`src/rtl/fetch_pc_unit_if.sv`:
```
// Fetch-side bus bundle: instruction-memory req/ack channel and the valid/ready
// channel toward decode. The fetch unit uses the master view.
interface fetch_pc_unit_if;
  logic        imem_req;
  logic [63:0] imem_addr;
  logic        imem_ack;
  logic [31:0] imem_rdata;
  logic [31:0] instr_out;
  logic [63:0] instr_pc;
  logic        instr_valid;
  logic        instr_ready;

  modport master (
    output imem_req, imem_addr, instr_out, instr_pc, instr_valid,
    input  imem_ack, imem_rdata, instr_ready
  );

  modport slave (
    input  imem_req, imem_addr, instr_out, instr_pc, instr_valid,
    output imem_ack, imem_rdata, instr_ready
  );
endinterface

```
`src/rtl/fetch_pc_unit.sv`:
```
// Fetch PC unit: owns the PC, fetches over req/ack, hands words to decode, takes branch redirects.
// Optional misaligned-redirect fault detection is enabled with `define FETCH_ALIGN_CHECK_EN.
module fetch_pc_unit #(
  parameter logic [63:0] RESET_PC = 64'h0
) (
  input  logic                 CLK,
  input  logic                 resetl,
  fetch_pc_unit_if.master      bus,
  input  logic                 redirect_valid,
  input  logic [63:0]          redirect_pc,
  input  logic [63:0]          redirect_imm,
  output logic [63:0]          currentpc
`ifdef FETCH_ALIGN_CHECK_EN
  ,
  output logic                 fetch_fault
`endif
);

  typedef enum logic [1:0] {
    S_REQ  = 2'd0,
    S_WAIT = 2'd1,
    S_HOLD = 2'd2
  } state_t;

  state_t      r_state, w_state_nxt;
  logic [63:0] r_pc, w_pc_nxt;
  logic        r_kill, w_kill_nxt;
  logic        r_req, w_req_nxt;
  logic [63:0] r_addr, w_addr_nxt;
  logic [31:0] r_instr, w_instr_nxt;
  logic [63:0] r_ipc, w_ipc_nxt;
  logic        r_valid, w_valid_nxt;
  logic        w_issue;
  logic [63:0] w_offset;
  logic [63:0] w_target;
  logic        w_redir_ok;
  logic        w_fault;
  logic        w_fault_nxt;

  assign w_offset = redirect_imm << 2;

`ifdef FETCH_ALIGN_CHECK_EN
  logic r_fault;
  logic w_misalign;

  assign w_misalign  = redirect_valid && (redirect_pc[1:0] != 2'b00);
  assign w_redir_ok  = !w_misalign;
  assign w_target    = redirect_pc + w_offset;
  assign w_fault     = r_fault;
  assign w_fault_nxt = r_fault || w_misalign;
  assign fetch_fault = r_fault;

  always_ff @(posedge CLK or negedge resetl) begin
    if (!resetl) r_fault <= 1'b0;
    else         r_fault <= w_fault_nxt;
  end
`else
  assign w_redir_ok  = 1'b1;
  assign w_target    = (redirect_pc & ~64'h3) + w_offset;
  assign w_fault     = 1'b0;
  assign w_fault_nxt = 1'b0;
`endif

  // Entering S_REQ raises the next request immediately so a zero-wait memory
  // sustains one instruction every two cycles.
  always_comb begin
    w_state_nxt = r_state;
    w_pc_nxt    = r_pc;
    w_kill_nxt  = r_kill;
    w_req_nxt   = r_req;
    w_addr_nxt  = r_addr;
    w_instr_nxt = r_instr;
    w_ipc_nxt   = r_ipc;
    w_valid_nxt = r_valid;
    w_issue     = 1'b0;

    if (redirect_valid) begin
      w_valid_nxt = 1'b0;
      if (w_redir_ok) w_pc_nxt = w_target;
      if (r_req && !bus.imem_ack) begin
        w_kill_nxt  = 1'b1;
        w_state_nxt = S_WAIT;
      end else begin
        w_kill_nxt = 1'b0;
        w_req_nxt  = 1'b0;
        w_issue    = 1'b1;
      end
    end else begin
      unique case (r_state)
        S_REQ, S_WAIT: begin
          if (r_req && bus.imem_ack) begin
            w_req_nxt = 1'b0;
            if (r_kill || w_fault) begin
              w_kill_nxt = 1'b0;
              w_issue    = 1'b1;
            end else begin
              w_instr_nxt = bus.imem_rdata;
              w_ipc_nxt   = r_addr;
              w_valid_nxt = 1'b1;
              w_pc_nxt    = r_pc + 64'd4;
              w_state_nxt = S_HOLD;
            end
          end else if (r_req) begin
            w_state_nxt = S_WAIT;
          end else if (!w_fault) begin
            w_req_nxt   = 1'b1;
            w_addr_nxt  = r_pc;
            w_state_nxt = S_WAIT;
          end
        end
        S_HOLD: begin
          if (bus.instr_ready) begin
            w_valid_nxt = 1'b0;
            w_issue     = 1'b1;
          end
        end
        default: w_state_nxt = S_REQ;
      endcase
    end

    if (w_issue) begin
      w_state_nxt = S_REQ;
      if (!w_fault_nxt) begin
        w_req_nxt  = 1'b1;
        w_addr_nxt = w_pc_nxt;
      end
    end
  end

  always_ff @(posedge CLK or negedge resetl) begin
    if (!resetl) begin
      r_state <= S_REQ;
      r_pc    <= RESET_PC;
      r_kill  <= 1'b0;
      r_req   <= 1'b0;
      r_addr  <= RESET_PC;
      r_instr <= 32'h0;
      r_ipc   <= 64'h0;
      r_valid <= 1'b0;
    end else begin
      r_state <= w_state_nxt;
      r_pc    <= w_pc_nxt;
      r_kill  <= w_kill_nxt;
      r_req   <= w_req_nxt;
      r_addr  <= w_addr_nxt;
      r_instr <= w_instr_nxt;
      r_ipc   <= w_ipc_nxt;
      r_valid <= w_valid_nxt;
    end
  end

  assign bus.imem_req    = r_req;
  assign bus.imem_addr   = r_addr;
  assign bus.instr_out   = r_instr;
  assign bus.instr_pc    = r_ipc;
  assign bus.instr_valid = r_valid;
  assign currentpc       = r_pc;

endmodule

```
`src/flat_wrapper.sv`:
```
// flat-port wrapper written by rule: the top's interface ports become plain ports
module fetch_pc_unit_flat 
#(
  parameter logic [63:0] RESET_PC = 64'h0
)
  (CLK, resetl, redirect_valid, redirect_pc, redirect_imm, currentpc, bus_imem_req, bus_imem_addr, bus_instr_out, bus_instr_pc, bus_instr_valid, bus_imem_ack, bus_imem_rdata, bus_instr_ready);
  fetch_pc_unit_if bus_i ();
  input  logic CLK;
  input  logic resetl;
  input  logic redirect_valid;
  input  logic [63:0] redirect_pc;
  input  logic [63:0] redirect_imm;
  output logic [63:0] currentpc;
  output wire logic [$bits(bus_i.imem_req)-1:0] bus_imem_req;
  output wire logic [$bits(bus_i.imem_addr)-1:0] bus_imem_addr;
  output wire logic [$bits(bus_i.instr_out)-1:0] bus_instr_out;
  output wire logic [$bits(bus_i.instr_pc)-1:0] bus_instr_pc;
  output wire logic [$bits(bus_i.instr_valid)-1:0] bus_instr_valid;
  input wire logic [$bits(bus_i.imem_ack)-1:0] bus_imem_ack;
  input wire logic [$bits(bus_i.imem_rdata)-1:0] bus_imem_rdata;
  input wire logic [$bits(bus_i.instr_ready)-1:0] bus_instr_ready;
  assign bus_imem_req = bus_i.imem_req;
  assign bus_imem_addr = bus_i.imem_addr;
  assign bus_instr_out = bus_i.instr_out;
  assign bus_instr_pc = bus_i.instr_pc;
  assign bus_instr_valid = bus_i.instr_valid;
  assign bus_i.imem_ack = bus_imem_ack;
  assign bus_i.imem_rdata = bus_imem_rdata;
  assign bus_i.instr_ready = bus_instr_ready;
  fetch_pc_unit #(.RESET_PC(RESET_PC)) u_core (.CLK(CLK), .resetl(resetl), .bus(bus_i), .redirect_valid(redirect_valid), .redirect_pc(redirect_pc), .redirect_imm(redirect_imm), .currentpc(currentpc));
endmodule
```
`config.mk`:
```
export PLATFORM = sky130hd
export DESIGN_NAME = fetch_pc_unit_flat
export DESIGN_NICKNAME = d
export VERILOG_FILES = /design/src/rtl/fetch_pc_unit_if.sv /design/src/rtl/fetch_pc_unit.sv /design/src/flat_wrapper.sv
export SDC_FILE = /design/constraint.sdc
export NUM_CORES = 1
export LEC_CHECK = 0
export BUFFER_PORTS_ARGS = -buffer_cell sky130_fd_sc_hd__buf_2
export CAP_MARGIN = 10
export CORE_AREA = 2 2 191 193
export DETAILED_ROUTE_END_ITERATION = 12
export DIE_AREA = 0 0 193 195
export PLACE_DENSITY_LB_ADDON = 0.1
export SLEW_MARGIN = 20
export SYNTH_ARGS = -nofsm -noshare
export SYNTH_HDL_FRONTEND = slang
export SYNTH_SLANG_ARGS = --single-unit
```
`constraint.sdc`:
```
create_clock -name CLK -period 2.4 [get_ports CLK]
set_input_delay 0.24 -clock CLK [delete_from_list [all_inputs] [get_ports CLK]]
set_output_delay 0.24 -clock CLK [all_outputs]
set_load 0.005 [all_outputs]
```
==> qor.txt, run 1 <==
Worst setup SP type - register
CP max FO - 4
Synth Cell Area - 0.0140 sq mm
Die Height - 195 um
Critical Path RT - 2.80 ns
Ys async rst share - 1.00
Area grow syn2layout - 48.5%
Worst-Margin Slew - 0.735 ns
Status - finished with violations
Clk_skew - 0.0121 ns
Total core area - 0.0354 sq mm
Post-Syn Instances - 1485
RSZ-0062 raised after global routing - yes
DIE WIDTH - 193 um
Synth warn - 0
Final WS setup - -0.0917 ns
Area contributors post-synth - dfrtp_1 41%, mux2_2 8.1%, ha_1 5.5%
Share of layout cells above drive strength 1 - 0.454
Area leader, netlist - dfrtp_1
Hold Path Class - in -> reg
Htree depth - 1
Failing checks - negative setup slack
Fill cells - 3195
Crit path kind - reg -> reg
Post-Syn Nets - 1713
PortBufs - 386
Final #Nets - 2430
Final Hold Viols - 0
Setup WS pre-CTS - -0.560 ns
Number of CTS-inserted buffers - 23
CTS tree - done
Initial antenna violation count - 1
VDD IR max - 0.585 mV
Pwr dens - 803 mW/mm^2
Total Routing Usage GR - 0.265
Initial Util - 0.397
Number of library cell types mapped by synthesis - 79
Antenna viol nets, final - 0
Syn Area/Cell - 9.46 sq um
Post-DP HPWL - 41.3 mm
Area occupied by multi-input gates - 0.00857 sq mm
DRC - 0
Post-synth EDFFs - 0
Vias in the first global route - 13600
Post-DP Area - 0.0191 sq mm
Initial DRC count - 973
Routed length per instance - 19.5 um
Critical Path End Type - register
Die area - 0.0376 sq mm
Via density - 5.31
Final core occ - 0.589
Final setup TNS - -0.273 ns
Register area - 0.00573 sq mm
Post-synth top area share - 0.408
GPL Wtd Cong - 0.922
CTS clk-pin slew, worst paths - 0.06 ns
Vias - 14200
Largest net degree at the start of global routing - 93
Max-cap viol count - 0
Number of top-level pins - 391
Clock tree sinks - 229
Top_reg_cell synth - dfrtp_1
Overall routed net length - 52.1 mm
R2R Setup Slk - -0.09 ns
Fin crit period - 2.49 ns
Pre-antenna DRT Iters - 9
Post-route cell area - 0.0209 sq mm
Clock Tree Root - clkbuf_16
Core Rows - 69
# diodes - 0
Global-route wire length before repair - 78.1 mm
Hold WS - 0.0711 ns
Clock Tree Buf Depth - 3
GRT Residual Overflow - 0
Yosys reg bits - 229
Final period utilization - 1.04
Fmax - 401 MHz
Max-slew headroom - 0.510
Leak Pwr - 9.90 nW
Seq/Total Area, Yosys - 0.408
Critical path arrival - 2.89 ns
Final Slew Violations - 0
Later-pin clock latency in the skew report - 0.52 ns
Final Setup Violations - 9
routing by layer:
| metal | global-route usage | wire (um) |
|---|---|---|
| met1 | 0.401 | 25000 |
| met2 | 0.393 | 22100 |
| met3 | 0.0428 | 3830 |
| met4 | 0.0643 | 1200 |
| met5 | 0 | 13 |
repair_timing:
item	in CTS	in global routing
gates cloned	0	1
hold buffers	34	0
endpoints found under the hold margin	88	0
buffers inserted	2	11
endpoints found under the setup margin	26	67
pin swaps	4	50
resized for setup	25	84
cell usage after synthesis, drive strengths merged, types with 12 or more instances:
library cell  instances
o21bai               12
nand3                39
ha                   62
clkbuf               60
mux2                102
a22oi                19
xor2                 46
a211oi               12
nand2               148
nand4                36
dfrtp               229
a21oi               116
buf                  21
nor3                 24
o21ai                88
a31oi                17
mux2i                15
a21o                 42
and3                 18
xnor2                65
nor2                124
inv                  32
a22o                 19
cell families (layout without fill, tap and decap cells):
kind of cell / Yosys count / count (layout) / share of synthesized area
adder cells (fa/ha/maj): 63 / 63 / 0.0566
flip-flops: 229 / 229 / 0.408
buffers and inverters: 113 / 845 / 0.0338
AO/OA/AOI/OAI: 404 / 404 / 0.189
XOR/XNOR: 111 / 111 / 0.0692
multiplexers: 117 / 117 / 0.0925
AND/OR/NAND/NOR: 448 / 448 / 0.151
worst max-delay path: stages (launching register included):
cell and delay (ns):
dfrtp_1 0.41, nor4bb_1 0.27, buf_4 0.18, nand4_1 0.16, nor2_2 0.17, nand4_1 0.24
buf_4 0.24, xnor2_4 0.13, o221ai_2 0.24, nor3_2 0.07, a221o_1 0.26
cell usage in the layout (no fill, tap or decap), types with 39 or more instances in the layout:
master and instances:
xnor2_1 53, buf_4 336, nand2_1 142, nor2_1 111
xor2_1 42, buf_2 384, a21o_1 39, mux2_2 101
ha_1 53, dfrtp_1 229, o21ai_0 66, a21oi_1 104
through the flow:
stage | power [W] | instances
final | 0.0168 | 2678
after global routing | 0.0178 | 2678
after floorplan | 0.00905 | 1485
after global placement | 0.0128 | 2590
after detailed placement | 0.0129 | 2590
after CTS | 0.0167 | 2666
path summary, 6_finish.rpt:
path,start,depth (start not counted),to
setup / recovery,u_core.r_state[1],10,u_core.bus.imem_addr[30]
min in group asynchronous,resetl,2,u_core.bus.instr_out[1]
max in group asynchronous,resetl,3,u_core.bus.instr_out[11]
hold reg to reg,u_core.bus.instr_pc[1],1,u_core.bus.instr_pc[1]
hold / removal,bus_imem_ack,3,u_core.r_kill
setup reg to reg,u_core.r_state[1],10,u_core.bus.imem_addr[30]
area by class of cell:
| class | instances | area share |
|---|---|---|
| multi-input combinational | 1143 | 0.411 |
| sequential | 229 | 0.275 |
| timing repair buffer | 773 | 0.245 |
| clock buffer | 31 | 0.0309 |
| tap | 461 | 0.0276 |
| inverter | 32 | 0.00576 |
| clock inverter | 9 | 0.00498 |
power by group:
part,leakage (nW),internal (W),switching [W]
sequential,2.69,0.00519,0.00111
clock,0.366,0.00210,0.00153
combinational,6.84,0.00353,0.00329
total,9.90,0.0108,0.00594
flip-flops by register name, indices dropped and copies added (netlist names):
name,cells
u_core.bus.imem_addr,64
u_core.r_state,2
u_core.currentpc,64
u_core.bus.imem_req,1
u_core.bus.instr_out,32
u_core.bus.instr_valid,1
u_core.r_kill,1
u_core.bus.instr_pc,64
Note: power is estimated with default switching activity, not from simulation.
==> run 2, diff against run 1 <==
CAP_MARGIN = 20   (was 10)
CORE_AREA = 2 2 204 206   (was 2 2 191 193)
DIE_AREA = 0 0 206 208   (was 0 0 193 195)
==> run 2 against run 1 <==
Against the previous run: the run still ends with negative setup slack left; final cell count increased by 3.4%; maximum frequency decreased by 0.29%; worst setup slack got worse by 0.0073 ns; routed wire length increased by 1.6%; hold slack got worse by 0.038 ns; register-to-register slack about the same; power increased by 3.5%; design area increased by 1.5%; clock-buffer cell count decreased by 1; via count decreased by 1.2%; sequential share of layout area decreased by 0.41 points; largest power group unchanged.
==> qor.txt, run 2 (synthesized netlist as in run 1, its figures left out) <==
# diodes - 0 (unchanged)
Area grow syn2layout - 50.8%
Worst setup SP type - register
Critical Path End Type - register
Most frequent cells in the layout - 384 x buf_2, 355 x buf_4, 228 x dfrtp_1
Clock tree sinks - 229 (unchanged)
Max-cap viol count - 0 (unchanged)
Number of CTS-inserted buffers - 25 (+8.7%)
Max-slew headroom - 0.490 (-0.0198)
Failing checks - negative setup slack
Post-DP Area - 0.0193 sq mm (+0.99%)
Pre-antenna DRT Iters - 5 (-4)
Vias in the first global route - 13600 (+0.23%)
GPL Wtd Cong - 0.910 (-1.3%)
Final WS setup - -0.0990 ns (-0.00734 ns)
Post-DP HPWL - 42.6 mm (+3.2%)
Final #Nets - 2450 (+0.82%)
CP max FO - 2 (-2)
CTS clk-pin slew, worst paths - 0.06 ns (about the same)
Status - finished with violations
Die Height - 208 um (+6.7%)
Final setup TNS - -0.533 ns (-0.260 ns)
Fmax - 400 MHz (-0.29%)
GRT Residual Overflow - 0 (unchanged)
Hold Path Class - in -> reg
Crit path kind - reg -> reg
Htree depth - 1 (unchanged)
Initial antenna violation count - 3 (+2)
Register area - 0.00573 sq mm (about the same)
R2R Path Start - u_core.currentpc[15]
Final Slew Violations - 0 (unchanged)
Share of layout cells above drive strength 1 - 0.459 (+0.00513)
Setup crit start - u_core.currentpc[15]
Post-route cell area - 0.0212 sq mm (+1.5%)
Vias - 14100 (-1.2%)
Routed length per instance - 19.1 um (-1.8%)
Overall routed net length - 52.9 mm (+1.6%)
DIE WIDTH - 206 um (+6.7%)
Clk_skew - 0.0208 ns (+0.00871 ns)
Leak Pwr - 10.1 nW (+1.8%)
PortBufs - 386 (unchanged)
VDD IR max - 0.450 mV (-23%)
Via density - 5.07 (-4.5%)
Final Setup Violations - 13 (+4)
Worst-Margin Slew - 0.765 ns (+0.0298 ns)
Largest net degree at the start of global routing - 89 (-4.3%)
CTS tree - done
Critical hold path startpoint - redirect_valid
Core Rows - 74 (+7.2%)
Global-route wire length before repair - 80.2 mm (+2.7%)
Total core area - 0.0406 sq mm (+15%)
Die area - 0.0428 sq mm (+14%)
Critical Path RT - 2.82 ns (+0.02 ns)
Final period utilization - 1.04 (+0.00306)
Clock Tree Buf Depth - 3 (unchanged)
Initial DRC count - 909 (-6.6%)
DRC - 0 (unchanged)
Area occupied by multi-input gates - 0.00855 sq mm (-0.32%)
Critical path arrival - 2.92 ns (+0.03 ns)
Commonest non-fill, non-tap cell in the layout - buf_2
Pwr dens - 819 mW/mm^2 (+1.9%)
Number of top-level pins - 391 (unchanged)
Total Routing Usage GR - 0.240 (-0.0253)
Initial Util - 0.346 (-0.0505)
Final Hold Viols - 0 (unchanged)
Antenna viol nets, final - 0 (unchanged)
RSZ-0062 raised after global routing - yes
Fill cells - 3752 (+17%)
Fin crit period - 2.50 ns (+0.00734 ns)
Later-pin clock latency in the skew report - 0.54 ns (+0.02 ns)
Clock Tree Root - clkbuf_16
[run 2: changes by cell type in the layout (fill, tap and decap cells not counted), moves of 4 or more]
| cell | previous run | this run |
|---|---|---|
| xnor2_1 | 53 | 57 |
| a21oi_1 | 104 | 98 |
| bufinv_16 | 2 | 6 |
| nor2_2 | 5 | 9 |
| buf_4 | 336 | 355 |
| nand2_1 | 142 | 147 |
| nor3_2 | 6 | 2 |
| a21oi_2 | 9 | 15 |
| nand2_2 | 6 | 1 |
[run 2: worst max-delay path, stage by stage, from the launching register on]
cell,delay (ns)
dfrtp_1,0.35
nand4_1,0.19
buf_4,0.19
or4_4,0.44
nor2_4,0.12
nand4_1,0.11
buf_6,0.15
buf_4,0.13
xnor2_2,0.14
o221ai_2,0.23
nor3_2,0.05
a221o_1,0.27
[run 2: final timing paths]
| path | depth (start not counted) | slack, ns | to |
|---|---|---|---|
| worst max-delay path | 11 | -0.1 | u_core.bus.imem_addr[30] |
| worst min-delay path | 2 | 0.03 | u_core.r_kill |
| worst max register to register | 11 | -0.1 | u_core.bus.imem_addr[30] |
| worst min register to register | 1 | 0.50 | u_core.bus.instr_out[23] |
| max in group asynchronous | 3 | 1.34 | u_core.currentpc[17] |
| min in group asynchronous | 2 | 0.28 | u_core.bus.instr_out[6] |
[run 2: what timing repair did]
| action | CTS | global route |
|---|---|---|
| hold buffers | 33 | 0 |
| pin swaps | 16 | 50 |
| cloned | 0 | 0 |
| resized for setup | 37 | 69 |
| endpoints found under the setup margin | 42 | 63 |
| setup buffers | 8 | 11 |
| endpoints found under the hold margin | 113 | 0 |
[run 2: final cells by class]
class                   instances  area share
clock buffers                  30      0.0318
clock inverters                13      0.0106
inverters                      32     0.00567
multi-input cells            1143       0.403
flip-flops and latches        229       0.271
well taps                     532      0.0314
repair buffers                791       0.247
[run 2: report_power, final]
group | internal (W) | switching (W) | leakage, nW | total (W)
Clock | 0.00264 | 0.00158 | 0.447 | 0.00422
Sequential | 0.00519 | 0.00105 | 2.69 | 0.00624
Combinational | 0.00355 | 0.00332 | 6.94 | 0.00687
[run 2: per-stage QoR]
step	setup slack, ns	hold WS (ns)	util	std cells	total power, W
2_1_floorplan	-0.117	-0.0556	-	1485	0.00905
3_3_place_gp	-0.701	0.291	0.475	2676	0.0129
3_5_place_dp	-0.751	0.293	0.475	2676	0.0130
4_1_cts	-0.0452	0.00476	0.512	2760	0.0174
5_1_grt	-0.224	0.0353	0.522	2770	0.0184
6_report	-0.0990	0.0332	0.522	2770	0.0173
[run 2: layer usage]
metal / track usage / vias up / routed length [um]
met2: 0.354 / 475 / 22400
met4: 0.0616 / 6 / 1090
met1: 0.363 / 6634 / 25700
met3: 0.0363 / 59 / 3650
met5: 0 / - / 36
li1: - / 6877 / -
